File: src/rtl/alarm_tone_gen_if.sv
// Control/status bundle between the game/timer logic (master) and the alarm tone generator (slave).
interface alarm_tone_gen_if #(
  parameter int BURST_W = 4
) ();
  logic               start;
  logic               stop;
  logic               mute;
  logic [1:0]         mode;
  logic [BURST_W-1:0] burst_len;
  logic               audio_out;
  logic               amp_gain;
  logic               amp_shdn;
  logic               busy;
  logic               done;

  modport master (
    output start, stop, mute, mode, burst_len,
    input  audio_out, amp_gain, amp_shdn, busy, done
  );

  modport slave (
    input  start, stop, mute, mode, burst_len,
    output audio_out, amp_gain, amp_shdn, busy, done
  );
endinterface

File: src/rtl/alarm_tone_gen.sv
// Two-pitch square-wave alarm for the PmodAMP2: sequences continuous, beep, siren and chirp
// patterns slot by slot, with optional burst count, stop, mute and busy/done status.
module alarm_tone_gen #(
  parameter int CLK_HZ    = 100000000,
  parameter int TONE_A_HZ = 440,
  parameter int TONE_B_HZ = 880,
  parameter int SLOT_MS   = 250,
  parameter int BURST_W   = 4
) (
  input  logic              clk,
  input  logic              rst,
  alarm_tone_gen_if.slave   bus
);
  localparam int HALF_A   = CLK_HZ / (2 * TONE_A_HZ);
  localparam int HALF_B   = CLK_HZ / (2 * TONE_B_HZ);
  localparam int SLOT_CYC = (CLK_HZ / 1000) * SLOT_MS;
  localparam int HALF_MAX = (HALF_A > HALF_B) ? HALF_A : HALF_B;
  localparam int TW       = (HALF_MAX > 2) ? $clog2(HALF_MAX) : 1;
  localparam int SW       = (SLOT_CYC > 2) ? $clog2(SLOT_CYC) : 1;

  localparam logic [TW-1:0] HALF_A_M1 = TW'(HALF_A - 1);
  localparam logic [TW-1:0] HALF_B_M1 = TW'(HALF_B - 1);
  localparam logic [SW-1:0] SLOT_M1   = SW'(SLOT_CYC - 1);

  if (HALF_A < 2 || HALF_B < 2 || SLOT_CYC < 2 * HALF_MAX) begin : g_param_check
    $error("alarm_tone_gen: tone half-periods must be >= 2 and a slot must hold a full period");
  end

  typedef enum logic [1:0] {
    ST_IDLE = 2'd0,
    ST_SND  = 2'd1,
    ST_GAP  = 2'd2
  } state_t;

  state_t               state_q, state_d;
  logic [1:0]           mode_q, mode_d;
  logic [BURST_W-1:0]   burst_q, burst_d;
  logic [BURST_W-1:0]   rep_q, rep_d;
  logic [SW-1:0]        slot_cnt_q, slot_cnt_d;
  logic                 phase_q, phase_d;
  logic [TW-1:0]        tone_cnt_q, tone_cnt_d;
  logic                 tone_q, tone_d;
  logic                 audio_q, audio_d;
  logic                 busy_q, busy_d;
  logic                 done_q, done_d;

  logic                 use_b_s;
  logic [TW-1:0]        half_m1_s;
  logic                 slot_end_s;
  logic                 unit_end_s;
  logic [BURST_W-1:0]   rep_inc_s;
  logic                 phase_next_s;

  // Pitch select, slot/unit boundaries and the next-state/counter logic.
  always_comb begin
    state_d    = state_q;
    mode_d     = mode_q;
    burst_d    = burst_q;
    rep_d      = rep_q;
    slot_cnt_d = slot_cnt_q;
    phase_d    = phase_q;
    tone_cnt_d = tone_cnt_q;
    tone_d     = tone_q;
    done_d     = 1'b0;

    use_b_s      = (mode_q == 2'b11) || ((mode_q == 2'b10) && phase_q);
    half_m1_s    = use_b_s ? HALF_B_M1 : HALF_A_M1;
    slot_end_s   = (slot_cnt_q == SLOT_M1);
    unit_end_s   = slot_end_s && ((mode_q == 2'b00) || phase_q);
    rep_inc_s    = rep_q + BURST_W'(1);
    phase_next_s = (mode_q == 2'b00) ? 1'b0 : ~phase_q;

    case (state_q)
      ST_IDLE: begin
        if (bus.start && !bus.stop) begin
          state_d    = ST_SND;
          mode_d     = bus.mode;
          burst_d    = bus.burst_len;
          rep_d      = '0;
          slot_cnt_d = '0;
          phase_d    = 1'b0;
          tone_cnt_d = '0;
          tone_d     = 1'b0;
        end else begin
          state_d = ST_IDLE;
        end
      end
      ST_SND, ST_GAP: begin
        if (bus.stop) begin
          state_d    = ST_IDLE;
          rep_d      = '0;
          slot_cnt_d = '0;
          phase_d    = 1'b0;
          tone_cnt_d = '0;
          tone_d     = 1'b0;
        end else if (slot_end_s) begin
          // Every new slot restarts the tone low with a full half-period.
          slot_cnt_d = '0;
          tone_cnt_d = '0;
          tone_d     = 1'b0;
          if (unit_end_s && (burst_q != '0) && (rep_inc_s == burst_q)) begin
            state_d = ST_IDLE;
            done_d  = 1'b1;
            rep_d   = '0;
            phase_d = 1'b0;
          end else begin
            rep_d   = unit_end_s ? rep_inc_s : rep_q;
            phase_d = phase_next_s;
            state_d = (mode_q[0] && phase_next_s) ? ST_GAP : ST_SND;
          end
        end else begin
          slot_cnt_d = slot_cnt_q + SW'(1);
          if (state_q == ST_GAP) begin
            tone_cnt_d = '0;
            tone_d     = 1'b0;
          end else if (tone_cnt_q == half_m1_s) begin
            tone_cnt_d = '0;
            tone_d     = ~tone_q;
          end else begin
            tone_cnt_d = tone_cnt_q + TW'(1);
          end
        end
      end
      default: begin
        state_d = ST_IDLE;
      end
    endcase

    busy_d  = (state_d != ST_IDLE);
    audio_d = (state_d == ST_SND) && tone_d && !bus.mute;
  end

  // State, counters and registered outputs.
  always_ff @(posedge clk or posedge rst) begin
    if (rst) begin
      state_q    <= ST_IDLE;
      mode_q     <= 2'b00;
      burst_q    <= '0;
      rep_q      <= '0;
      slot_cnt_q <= '0;
      phase_q    <= 1'b0;
      tone_cnt_q <= '0;
      tone_q     <= 1'b0;
      audio_q    <= 1'b0;
      busy_q     <= 1'b0;
      done_q     <= 1'b0;
    end else begin
      state_q    <= state_d;
      mode_q     <= mode_d;
      burst_q    <= burst_d;
      rep_q      <= rep_d;
      slot_cnt_q <= slot_cnt_d;
      phase_q    <= phase_d;
      tone_cnt_q <= tone_cnt_d;
      tone_q     <= tone_d;
      audio_q    <= audio_d;
      busy_q     <= busy_d;
      done_q     <= done_d;
    end
  end

  assign bus.audio_out = audio_q;
  assign bus.busy      = busy_q;
  assign bus.done      = done_q;
  assign bus.amp_gain  = 1'b1;
  assign bus.amp_shdn  = busy_q & ~bus.mute;
endmodule
File: src/flat_wrapper.sv
// flat-port wrapper written by rule: the top's interface ports become plain ports
module alarm_tone_gen_flat 
#(
  parameter int CLK_HZ    = 100000000,
  parameter int TONE_A_HZ = 440,
  parameter int TONE_B_HZ = 880,
  parameter int SLOT_MS   = 250,
  parameter int BURST_W   = 4
)
  (clk, rst, bus_start, bus_stop, bus_mute, bus_mode, bus_burst_len, bus_audio_out, bus_amp_gain, bus_amp_shdn, bus_busy, bus_done);
  alarm_tone_gen_if #(.BURST_W(BURST_W)) bus_i ();
  input  logic clk;
  input  logic rst;
  input wire logic [$bits(bus_i.start)-1:0] bus_start;
  input wire logic [$bits(bus_i.stop)-1:0] bus_stop;
  input wire logic [$bits(bus_i.mute)-1:0] bus_mute;
  input wire logic [$bits(bus_i.mode)-1:0] bus_mode;
  input wire logic [$bits(bus_i.burst_len)-1:0] bus_burst_len;
  output wire logic [$bits(bus_i.audio_out)-1:0] bus_audio_out;
  output wire logic [$bits(bus_i.amp_gain)-1:0] bus_amp_gain;
  output wire logic [$bits(bus_i.amp_shdn)-1:0] bus_amp_shdn;
  output wire logic [$bits(bus_i.busy)-1:0] bus_busy;
  output wire logic [$bits(bus_i.done)-1:0] bus_done;
  assign bus_i.start = bus_start;
  assign bus_i.stop = bus_stop;
  assign bus_i.mute = bus_mute;
  assign bus_i.mode = bus_mode;
  assign bus_i.burst_len = bus_burst_len;
  assign bus_audio_out = bus_i.audio_out;
  assign bus_amp_gain = bus_i.amp_gain;
  assign bus_amp_shdn = bus_i.amp_shdn;
  assign bus_busy = bus_i.busy;
  assign bus_done = bus_i.done;
  alarm_tone_gen #(.CLK_HZ(CLK_HZ), .TONE_A_HZ(TONE_A_HZ), .TONE_B_HZ(TONE_B_HZ), .SLOT_MS(SLOT_MS), .BURST_W(BURST_W)) u_core (.clk(clk), .rst(rst), .bus(bus_i));
endmodule
File: config.mk
export PLATFORM = sky130hd
export DESIGN_NAME = alarm_tone_gen_flat
export DESIGN_NICKNAME = d
export VERILOG_FILES = /design/src/rtl/alarm_tone_gen_if.sv /design/src/rtl/alarm_tone_gen.sv /design/src/flat_wrapper.sv
export SDC_FILE = /design/constraint.sdc
export NUM_CORES = 1
export LEC_CHECK = 0
export ABC_AREA = 1
export CORE_ASPECT_RATIO = 0.5
export CORE_UTILIZATION = 55
export CTS_BUF_LIST = sky130_fd_sc_hd__clkbuf_8
export DETAILED_ROUTE_END_ITERATION = 12
export GPL_TIMING_DRIVEN = 0
export PLACE_DENSITY = 0.74
export SYNTH_ARGS = -nofsm -noshare
export SYNTH_HDL_FRONTEND = slang
export SYNTH_SLANG_ARGS = --single-unit
File: constraint.sdc
create_clock -name clk -period 4.8 [get_ports clk]
set_input_delay 0.96 -clock clk [delete_from_list [all_inputs] [get_ports clk]]
set_output_delay 0.96 -clock clk [all_outputs]
set_load 0.02 [all_outputs]
==> metrics.cfg <==
[status]
status = finished clean

[grt]
track_usage = 0.2556
grt_max_degree = 31
grt_pass1_wl_microns = 12700
overflow = 0
grt_pass1_vias = 2929
antenna_found_initial = 0

[timing]
timing.final.crit_share = 0.6357
finalClockSkew_ns = 0.004247
worstMarginPinSlew_ns = 0.6341
slew_violations = 0
hold_slack_ns = 0.5010
setup_viol = 0
clock.fmax_mhz = 327.7
rsz0062_at_grt = false
relSlewSlack = 0.5767
tns_ns = 0
hold_viol = 0
period_needed_ns = 3.051

[cells_and_area]
synthToLayoutAreaGrowth_pct = 13.14
multiInputGateArea_sq_um = 1602
nNetsFinal = 501
fillers = 492
antennaDiodeCount = 0
regArea_sq_um = 1476
drive_above_1_share = 0.09631

[setup_path]
cp.arrival_ns = 2.09
crit_slowest_cell = clkdlybuf4s50_1
reg2reg_slack_ns = 2.87
cp_max_fo = 2
cp_data_required_time_ns = 3.84
path_buf_inv = 2
r2r_cells = 12
path_cells = clkdlybuf4s50_1 -> nor2_1 -> clkdlybuf4s50_1
start_kind = primary input
r2r-end = u_core.slot_cnt_q[19]$_DFFE_PP0P_
timing.rr.start = u_core.slot_cnt_q[1]$_DFFE_PP0P_
path_class = in2out
path_delay_family = buffers and inverters
crit_top_cell = clkdlybuf4s50_1
end_kind = output port
slowest_delay_ns = 0.60

[hold_path]
hold_path_end = u_core.rep_q[3]$_DFFE_PP0P_
hold_start = u_core.rep_q[3]$_DFFE_PP0P_
min_path_cells = 2
min_path_type = reg2reg

[power_and_ir_drop]
power.density_nw_per_um2 = 281.7
comb_power_share = 0.100
leakagePower_uw = 0.001838
switchingPower_uw = 269.9
sequentialPowerShare = 0.485
clockPowerShare = 0.414
netSwitchingFraction = 0.2498
ir_drop_v = 0.0001898
internal-power_uw = 810.7

[placed_design]
place_hpwl_microns = 5171
port_buffers = 14
gp_congestion = 0.9196

[route]
drtAntennaViolNets = 0
wl_per_cell_microns = 12.56
wl_microns = 7046
route.detailed.drc = 0
via_count = 2928
viasPerCell = 5.219
first_pass_iters = 4
drt_iter0_markers = 176

[synth]
yosysUniqueCellTypes = 37
avgSynthCellArea_sq_um = 7.403
syn_area_sq_um = 3391
ys_ff_latch = 59
ys_seq_area_frac = 0.4354
synth_warnings = 0
syn_nets = 475
synthCells = 458

[clock_network]
cts_sinks = 59
htreeDepth = 3
clkLatencyLatePin_ns = 0.35
cts-resized-gates = 0
cts_tree = yes
cts_hold_buf = 0
post-cts-setup-buffer-count = 0
cts_inserted_buffers = 9
cts_root_buffer = clkbuf_8
path_clk_slew_ns = 0.06
cts_buffer_depth = 2

[die]
boundaryPins = 16
chipWidth_microns = 113.0
core_area_sq_um = 5705
start_util = 0.5943
dieArea_sq_um = 6502
num_rows = 19
die_y_microns = 57.52

[job]
cap_violations = 0

[flip-flops by register name (all words and copies together) (netlist names), 2 cells and up]
| signal | count |
|---|---|
| u_core.rep_q | 4 |
| u_core.tone_cnt_q | 17 |
| u_core.burst_q | 4 |
| u_core.state_q | 2 |
| u_core.mode_q | 2 |
| u_core.slot_cnt_q | 25 |
[tightest hold or removal path, cell delays in order, from the launching register on]
cell and delay, ns:
dfrtp_1 0.36, nand2_1 0.06, nand2_1 0.06
[cells in the mapped netlist]
cell type,instances,area share
a21oi_1,13,0.019
nor2_1,88,0.097
inv_2,6,0.0066
a31o_2,1,0.0026
xnor2_1,3,0.0078
or2_2,1,0.0018
inv_4,1,0.0018
nand3b_1,2,0.0044
o21a_1,1,0.0022
nand3_4,1,0.0052
xor2_1,10,0.026
nor4_1,1,0.0018
nor3_2,1,0.0030
conb_1,1,0.0011
a41oi_1,1,0.0026
nor2_2,1,0.0018
nand2_1,107,0.12
nand4_2,1,0.0037
nand2_2,5,0.0092
dfrtp_1,59,0.44
nor3_1,15,0.022
clkbuf_1,1,0.0011
o21ai_0,14,0.021
inv_1,62,0.069
nor2_4,3,0.010
a21oi_4,1,0.0048
ha_1,6,0.022
a211oi_1,1,0.0022
buf_2,2,0.0030
o211a_1,2,0.0059
buf_6,2,0.0066
mux2_2,2,0.0066
a31oi_1,1,0.0018
nand3_2,2,0.0059
nand4_1,16,0.030
nand3_1,22,0.032
buf_4,2,0.0044
[final cells by class]
type | instances | area share
buffer | 7 | 0.01337
clock buffer | 11 | 0.03947
multi-input combinational | 323 | 0.4175
clock inverter | 4 | 0.01109
timing repair buffer | 15 | 0.04175
tap | 73 | 0.02381
inverter | 69 | 0.06817
sequential | 59 | 0.3849
[how the worst max path moves through the flow]
| stage | cells past startpoint | start | end | slack, ns |
|---|---|---|---|---|
| floorplan | 1 | rst | u_core.burst_q[0]$_DFFE_PP0P_ | 2.38 |
| finish | 3 | bus_mute | bus_amp_shdn | 1.75 |
| global placement | 2 | rst | u_core.burst_q[2]$_DFFE_PP0P_ | 1.35 |
| global route | 3 | bus_mute | bus_amp_shdn | 1.70 |
| CTS | 3 | bus_mute | bus_amp_shdn | 1.74 |
| detailed placement | 3 | bus_mute | bus_amp_shdn | 1.74 |
[per-stage QoR]
step	worst slack (ns)	instances	utilization	power [uW]	cell area, sq um
after floorplan	2.384	458	-	604.5	3391
after global placement	1.350	545	0.6349	636.8	3622
after detailed placement	1.742	546	0.6384	641.7	3642
after CTS	1.742	561	0.6724	1094	3836
after global routing	1.703	561	0.6724	1126	3836
final	1.749	561	0.6724	1081	3836
[power groups by stage]
stage	clock network, uW	logic, uW	registers (uW)
2_1_floorplan	0	74.7	530
3_3_place_gp	0	105	532
6_report	448	109	524
4_1_cts	461	110	524
3_5_place_dp	0	109	533
5_1_grt	475	124	526
[cells by family (layout without fill, tap and decap cells)]
group,count (synthesis),in the layout,synth area share
adder cells (fa/ha/maj),6,6,0.02214
AND/OR/NAND/NOR,266,266,0.3469
multiplexers,2,2,0.006642
buffers and inverters,76,106,0.09225
XOR/XNOR,13,13,0.03358
AO/OA/AOI/OAI,35,35,0.06200
flip-flops,59,59,0.4354
other,1,1,0.001106
[layer usage]
metal / global-route usage / up-vias / wire length [microns]
li1: - / 1498 / -
met1: 0.3210 / 1372 / 3405
met5: 0 / - / 0
met4: 0.09774 / 0 / 97
met2: 0.4172 / 50 / 3179
met3: 0.08395 / 8 / 364
[cells in the final DEF (no fill, tap or decap), types with 2 or more instances in the layout]
cell type and n:
nand3_1 22, xnor2_1 3, o211a_1 2, nand4_1 16, ha_1 6, nand2_1 107
nor2_4 3, buf_6 2, o21ai_0 14, xor2_1 10, clkdlybuf4s50_1 14, dfrtp_1 59
nand2_2 5, nor2_1 88, nand3b_1 2, inv_1 63, nor3_1 15, mux2_2 2
a21oi_1 13, buf_2 2, buf_4 2, clkbuf_8 11, nand3_2 2, inv_2 7
Power figures use the tool's default switching activity.
